$ cat src/rtl/mem_arb_pkg.sv
// Shared types and constants for the IF/data memory port arbiter.
package mem_arb_pkg;

  typedef enum logic [1:0] {IDLE, BEAT, DONE} state_t;
  typedef enum logic       {REQ_IF, REQ_D}    req_id_t;

  localparam int BEATS  = 4;
  localparam int BYTE_W = 8;

endpackage

$ cat src/rtl/arb_rr2.sv
// Two-way combinational picker: a lone requester wins; ties go to the port
// not granted last time, or always to the data port in fixed-priority mode.
module arb_rr2
  import mem_arb_pkg::*;
#(
  parameter bit FIXED_PRIO = 1'b0
) (
  input  logic    req_if,
  input  logic    req_d,
  input  req_id_t last_grant,
  output logic [1:0] grant   // bit 0 = IF, bit 1 = data
);

  // one-hot winner selection
  always_comb begin
    grant = 2'b00;
    if (req_if && req_d) begin
      if (FIXED_PRIO || last_grant == REQ_IF) grant = 2'b10;
      else                                    grant = 2'b01;
    end else if (req_if) begin
      grant = 2'b01;
    end else if (req_d) begin
      grant = 2'b10;
    end
  end

endmodule

$ cat src/rtl/mem_port_arbiter.sv
// Shares a byte-wide single-port memory between the fetch and data ports.
// Each accepted word request becomes four byte beats, then a one-cycle
// rvalid pulse to the requester that owns the transaction.
module mem_port_arbiter
  import mem_arb_pkg::*;
#(
  parameter bit FIXED_PRIO = 1'b0,
  parameter int ADDR_W     = 32
) (
  input  logic              clk,
  input  logic              rst_n,
  input  logic              if_req,
  input  logic [ADDR_W-1:0] if_addr,
  output logic              if_gnt,
  output logic              if_rvalid,
  output logic [31:0]       if_rdata,
  input  logic              d_req,
  input  logic              d_we,
  input  logic [ADDR_W-1:0] d_addr,
  input  logic [31:0]       d_wdata,
  output logic              d_gnt,
  output logic              d_rvalid,
  output logic [31:0]       d_rdata,
  output logic [ADDR_W-1:0] mem_addr,
  output logic              mem_we,
  output logic [7:0]        mem_wdata,
  input  logic [7:0]        mem_rdata
);

  state_t            state, state_nx;
  logic [1:0]        beat;
  req_id_t           id_q, last_grant;
  logic [ADDR_W-1:0] addr_q;
  logic              we_q;
  logic [31:0]       wdata_q, rdata_q, rdata_nx;
  logic [31:0]       if_rdata_q, d_rdata_q;
  logic [1:0]        pick;
  logic              accept;

  arb_rr2 #(.FIXED_PRIO(FIXED_PRIO)) u_arb (
    .req_if     (if_req),
    .req_d      (d_req),
    .last_grant (last_grant),
    .grant      (pick)
  );

  // grants only from IDLE, and never while reset is held
  assign if_gnt = rst_n && (state == IDLE) && pick[0];
  assign d_gnt  = rst_n && (state == IDLE) && pick[1];
  assign accept = if_gnt || d_gnt;

  assign if_rvalid = (state == DONE) && (id_q == REQ_IF);
  assign d_rvalid  = (state == DONE) && (id_q == REQ_D);
  assign if_rdata  = if_rdata_q;
  assign d_rdata   = d_rdata_q;

  // next state, memory drive and read-byte merge
  always_comb begin
    state_nx  = state;
    mem_addr  = addr_q;
    mem_we    = 1'b0;
    mem_wdata = '0;
    rdata_nx  = rdata_q;
    case (state)
      IDLE: if (accept) state_nx = BEAT;
      BEAT: begin
        mem_addr = addr_q + ADDR_W'(beat);
        if (we_q) begin
          mem_we    = 1'b1;
          mem_wdata = wdata_q[BYTE_W*beat +: BYTE_W];
        end else begin
          rdata_nx[BYTE_W*beat +: BYTE_W] = mem_rdata;
        end
        if (beat == 2'(BEATS-1)) state_nx = DONE;
      end
      DONE:    state_nx = IDLE;
      default: state_nx = IDLE;
    endcase
  end

  // transaction capture, beat sequencing and per-port read data holding
  always_ff @(posedge clk or negedge rst_n) begin
    if (!rst_n) begin
      state      <= IDLE;
      beat       <= '0;
      id_q       <= REQ_IF;
      last_grant <= REQ_IF;
      addr_q     <= '0;
      we_q       <= 1'b0;
      wdata_q    <= '0;
      rdata_q    <= '0;
      if_rdata_q <= '0;
      d_rdata_q  <= '0;
    end else begin
      state <= state_nx;
      if (state == IDLE && accept) begin
        id_q       <= d_gnt ? REQ_D : REQ_IF;
        last_grant <= d_gnt ? REQ_D : REQ_IF;
        addr_q     <= d_gnt ? d_addr : if_addr;
        we_q       <= d_gnt && d_we;
        wdata_q    <= d_gnt ? d_wdata : '0;
        rdata_q    <= '0;
        beat       <= '0;
      end else if (state == BEAT) begin
        rdata_q <= rdata_nx;
        beat    <= beat + 2'd1;
        // publish the assembled word as we enter DONE; stores publish 0
        if (beat == 2'(BEATS-1)) begin
          if (id_q == REQ_IF) if_rdata_q <= rdata_nx;
          else                d_rdata_q  <= rdata_nx;
        end
      end
    end
  end

endmodule

$ cat config.mk
export PLATFORM = sky130hd
export DESIGN_NAME = mem_port_arbiter
export DESIGN_NICKNAME = d
export VERILOG_FILES = /design/src/rtl/mem_arb_pkg.sv /design/src/rtl/arb_rr2.sv /design/src/rtl/mem_port_arbiter.sv
export SDC_FILE = /design/constraint.sdc
export NUM_CORES = 1
export LEC_CHECK = 0
export ABC_AREA = 1
export CAP_MARGIN = 20
export CELL_PAD_IN_SITES_DETAIL_PLACEMENT = 0
export CELL_PAD_IN_SITES_GLOBAL_PLACEMENT = 1
export CORE_ASPECT_RATIO = 0.5
export CORE_MARGIN = 3
export CORE_UTILIZATION = 31
export DETAILED_ROUTE_END_ITERATION = 8
export PLACE_DENSITY_LB_ADDON = 0.2
export SETUP_SLACK_MARGIN = 0.02
export SLEW_MARGIN = 20
export SYNTH_ARGS = -nofsm -noshare
export SYNTH_HDL_FRONTEND = slang
export SYNTH_SLANG_ARGS = --single-unit
$ cat constraint.sdc
create_clock -name clk -period 7.4 [get_ports clk]
set_clock_uncertainty 0.2 [all_clocks]
set_input_delay 1.48 -clock clk [delete_from_list [all_inputs] [get_ports clk]]
set_output_delay 1.48 -clock clk [all_outputs]
set_load 0.02 [all_outputs]
# [After elaboration in Yosys (flattened, before gate mapping)]
# Index checks and enable logic that the tools add are counted.
[totals] elab_cells=57 reg_bits=166
[op_classes] shifts=3 bitwise_logic=2 n_reduce_logical=14 muxes=21 add_sub_neg=3 n_eq_ne=5
[ops] operator="2-to-1 mux 32 bit" n=6
[ops] operator="negator 5 -> 34 bit" n=1
[ops] operator="variable shift 8 x 34 -> 32 bit (first input constant)" n=1
[ops] operator="variable part select 8 x 34 -> 32 bit" n=1
[ops] operator="adder 32 x 2 -> 32 bit" n=1
[ops] operator="bitwise mux 32 bit" n=1
[ops] operator="variable part select 32 x 6 -> 8 bit" n=1
[ops] operator="2-to-1 mux 2 bit" n=8
[ops] operator="2-to-1 mux 8 bit" n=2
[ops] operator="logical AND 1 bit" n=8
[ops] operator="AND reduction 4 bit" n=2
[ops] operator="equality test 2 bit (second input constant)" n=2
[ops] operator="!= test 2 bit (second input constant)" n=2
[ops] operator="case mux 2 bit (2 select lines)" n=1
[ops] operator="2-to-1 mux 1 bit" n=3
[ops] operator="adder 2 x 1 -> 2 bit (second input constant)" n=1
[ops] operator="equality test 2 x 1 -> 1 bit (second input constant)" n=1
[ops] operator="zero test 2 bit" n=1
[ops] operator="NOT 1 bit" n=2
[ops] operator="AND reduction 2 bit" n=1
[ops] operator="nonzero test 2 bit" n=1
[ops] operator="logical OR 1 bit" n=1

# [Longest topological paths before layout]
[logic_depth] word_depth=8 mapped_depth=11 ltp_nobuf=11

# [By module]
# From an unflattened synthesis, not the netlist that was laid out.
[hier_totals] cells_unflattened=1071 hier_area_um2=8430.6
[by_module_without_submodules] mod="mem_port_arbiter" area_each_um2=8409.3 seq_area_each_um2=4154.0 n_inst=1 cells_per_inst=1066
[by_module_without_submodules] mod="arb_rr2" area_each_um2=21.3 seq_area_each_um2=0.0 n_inst=1 cells_per_inst=5

# [Worst setup path before layout]
# OpenSTA, ideal clock, no wires.
[synth_timing] kind="register to output" startpoint="register beat[1]" endpoint="output port mem_addr[20]" arrival_ns=2.285 path_slack_ns=3.435 t_required_ns=5.720 stages_incl_launch_ff=10 path_cell_list="dfrtp_1 buf_2 clkinv_1 fa_1 inv_1 nand3_1 nor2_4 nand3_2 nor2_2 xor2_1"
[synth_via] elab_chain_len=2
[synth_rtl] element="start, declared" line_no="mem_port_arbiter.sv:31" text="logic [1:0] beat;"
[synth_rtl] element="start signal, assigned" line_no="mem_port_arbiter.sv:106" text="beat <= beat + 2'd1;"
[synth_rtl] element="adder 32 x 2 -> 32 bit" line_no="mem_port_arbiter.sv:67" text="mem_addr = addr_q + ADDR_W'(beat);"
[synth_rtl] element="2-to-1 mux 32 bit" line_no="mem_port_arbiter.sv:64" text="case (state)"
[synth_rtl] element="end, declared" line_no="mem_port_arbiter.sv:24" text="output logic [ADDR_W-1:0] mem_addr,"
# No other way between the ends.

# [Final worst setup path]
[layout_timing] startpoint="register beat[1]" endpoint="output port mem_addr[28]"
# The elaborated chain is that of the path after synthesis.

==> impl_metrics.yaml <==
grt:
  grtUsageTotal_pct: 18.37
  gr-total-overflow: 0
  grt_max_degree: 76
  grt_pass1_vias: 7468
  grt_pass1_wl_um: 41850
  antenna_found_initial: 0
timing:
  rsz0062_at_grt: "no"
  period_share_pct: 73.73
  hold_viol_final: 0
  whs_ns: 0.2731
  finalSetupTns_ns: 0
  slew-limit-headroom_pct: 31.95
  clock.fmax_mhz: 183.3
  drv_slew: 0
  worst_pin_slew_ns: 1.021
  setup_viol: 0
  layout_min_cycle_time_ns: 5.456
cells_and_area:
  diodes: 0
  drive_gt1_share_pct: 9.038
  nets: 1300
  final_cell_mix: "nand2_1, clkdlybuf4s50_1, dfrtp_1"
  area_delta_synth_final_pct: 35.22
  final_common_cell: "nand2_1"
  nFillCells: 2615
worst_setup_path:
  slowest_delay_ns: 0.67
  crit_chain: "clkinv_1 -> fa_1 -> inv_1 -> nand3_1 -> nor2_4 -> nand3_2 -> nor2_2 -> nand4_1 -> nand2_1 -> clkdlybuf4s50_1"
  endpoint_kind: "primary output"
  cp.required_ns: 5.72
  crit_path_start_kind: "register"
  crit_type: "reg2out"
  cp_num_buf_inv: 3
  crit_fanout: 14
  crit_family: "buffers and inverters"
  critPathArrivalTime_ns: 3.78
  r2r_slack_ns: 3.36
  slowest_stage: "dfrtp_1"
status:
  outcome: "finished clean"
clocking:
  cts_hold_buffers: 0
  ctsLongestPathBuffers: 2
  htree_levels: 4
  path_clk_slew_ns: 0.07
  cts_setup_buffers: 0
  cts_num_sinks: 166
  cts_resized: 0
  cts_tree: "built"
  root_buffer: "clkbuf_16"
  insertion_delay_ns: 0.44
  cts_made_buffers: 17
synth:
  syn_area_mm2: 0.008462
  synth_flop_cell: "dfrtp_1"
  ys_ff_latch: 166
  avgSynthCellArea_um2: 8.530
  synth.distinct_cells: 35
  async_flop_share_pct: 100.0
  ys_seq_area_share_pct: 49.09
  syn_inst: 992
  ys.warnings.count: 0
  synth_nets: 1110
  synth_edf_count: 0
route:
  avgRoutedWirePerCell_um: 17.33
  vias_per_cell: 4.871
  route.vias.total: 7536
  routed.top_layer: "met4"
  drc_errors: 0
  first_iter_violations: 483
  postRouteWirelength_um: 26810
  drt-pass1-iter-count: 5
  route.met3.wl_um: 1212
  wl_met2_um: 12690
  wl_met1_um: 12340
  ant_nets: 0
die:
  core_area_mm2: 0.02664
  start_util_pct: 31.76
  dieArea_mm2: 0.02944
  die_y_um: 122.8
  die_w_um: 239.7
  io_pins: 218
  rows: 42
placed_design:
  hpwl_um: 18790
  gp_routability_congestion: 0.8565
  io_buffer_count: 217
power_and_ir_drop:
  p_leak_nw: 5.231
  p_per_area_mw_per_mm2: 408.5
  irDropWorstVdd_uv: 198.1
worst_hold_path:
  hp-class: "reg2reg"
run:
  maxCapViolations: 0
## final timing paths
kind | start | to | cells after the start
max | beat[1]$_DFFE_PN0P_ | mem_addr[28] | 10
min | rdata_q[9]$_DFFE_PN0P_ | rdata_q[9]$_DFFE_PN0P_ | 2
max reg2reg | beat[0]$_DFFE_PN0P_ | if_rdata[28]$_DFFE_PN0P_ | 6
min reg2reg | rdata_q[9]$_DFFE_PN0P_ | rdata_q[9]$_DFFE_PN0P_ | 2
max in group asynchronous | rst_n | rdata_q[6]$_DFFE_PN0P_ | 2
min in group asynchronous | rst_n | addr_q[18]$_DFFE_PN0P_ | 1
## layout make-up
cell class                      count  area (um^2)  area share (%)
Sequential cell                   166         4154           36.30
Clock buffer                       21        480.5           4.199
Tap cell                          352        440.4           3.849
Inverter                           87        329.1           2.876
Timing Repair Buffer              222         2211           19.32
Clock inverter                     11        137.6           1.203
Multi-Input combinational cell    688         3690           32.25
## cells by family (layout without fill, tap and decap cells)
logic type | Yosys count | in the layout | share of synthesized area [%]
buffers and inverters | 138 | 341 | 7.305
muxes | 32 | 32 | 4.259
AOI/OAI and AO/OA | 218 | 218 | 15.67
and+or+nand+nor | 409 | 409 | 20.18
DFF | 166 | 166 | 49.09
xor gates and xnor gates | 20 | 20 | 2.070
adders and majority gates | 9 | 9 | 1.420
## registers in the layout, indices dropped and copies added (netlist names)
name	count
addr_q	32
beat	2
d_rdata	32
if_rdata	32
last_grant	1
rdata_q	32
state	2
wdata_q	32
we_q	1
## tightest hold or removal path: cells and delay by family, from the launching register on
family,cells,cell delay (ns)
and+or+nand+nor,2,0.10
DFF,1,0.34
## through the flow
| stage | setup WS, ns | power (W) | util (%) | instances | area (um^2) |
|---|---|---|---|---|---|
| after global placement | 2.219 | 0.003739 | 40.63 | 1515 | 10820 |
| after detailed placement | 2.208 | 0.003770 | 40.63 | 1515 | 10820 |
| after global routing | 1.586 | 0.005008 | 42.95 | 1547 | 11440 |
| after floorplan | 3.435 | 0.002861 | - | 992 | 8462 |
| final | 1.944 | 0.004674 | 42.95 | 1547 | 11440 |
| after CTS | 1.855 | 0.004731 | 42.95 | 1547 | 11440 |
## Yosys cell counts, types with 3 or more instances
master | number | area share (%)
xor2_1 | 19 | 2.0
a22o_1 | 24 | 2.5
nand2_1 | 271 | 12
buf_4 | 12 | 1.1
o22ai_1 | 6 | 0.44
nor2_1 | 69 | 3.1
buf_6 | 3 | 0.40
mux2_2 | 32 | 4.3
buf_2 | 24 | 1.4
ha_1 | 8 | 1.2
inv_1 | 82 | 3.6
nor2_2 | 4 | 0.30
nor2_4 | 4 | 0.53
dfrtp_1 | 166 | 49
nand3_1 | 28 | 1.7
a21oi_1 | 25 | 1.5
nor3_1 | 11 | 0.65
clkbuf_1 | 12 | 0.53
o21ai_1 | 31 | 1.8
o22ai_2 | 18 | 2.7
nand4_1 | 12 | 0.89
o21ai_0 | 113 | 6.7
nand2_2 | 3 | 0.22
## power by group
| group | internal [W] | switching (W) | total (W) |
|---|---|---|---|
| clock network | 0.000540 | 0.000401 | 0.000941 |
| logic | 0.000880 | 0.00128 | 0.00216 |
| registers | 0.00128 | 0.000293 | 0.00157 |
| total | 0.00270 | 0.00198 | 0.00467 |
## routing by layer
| layer | GRT usage [%] | up-vias |
|---|---|---|
| li1 | - | 3641 |
| met1 | 24.69 | 3695 |
| met2 | 29.83 | 171 |
| met3 | 3.884 | 29 |
| met4 | 5.920 | 0 |
| met5 | 0 | - |
No activity file was read; power rests on OpenSTA's default activity.
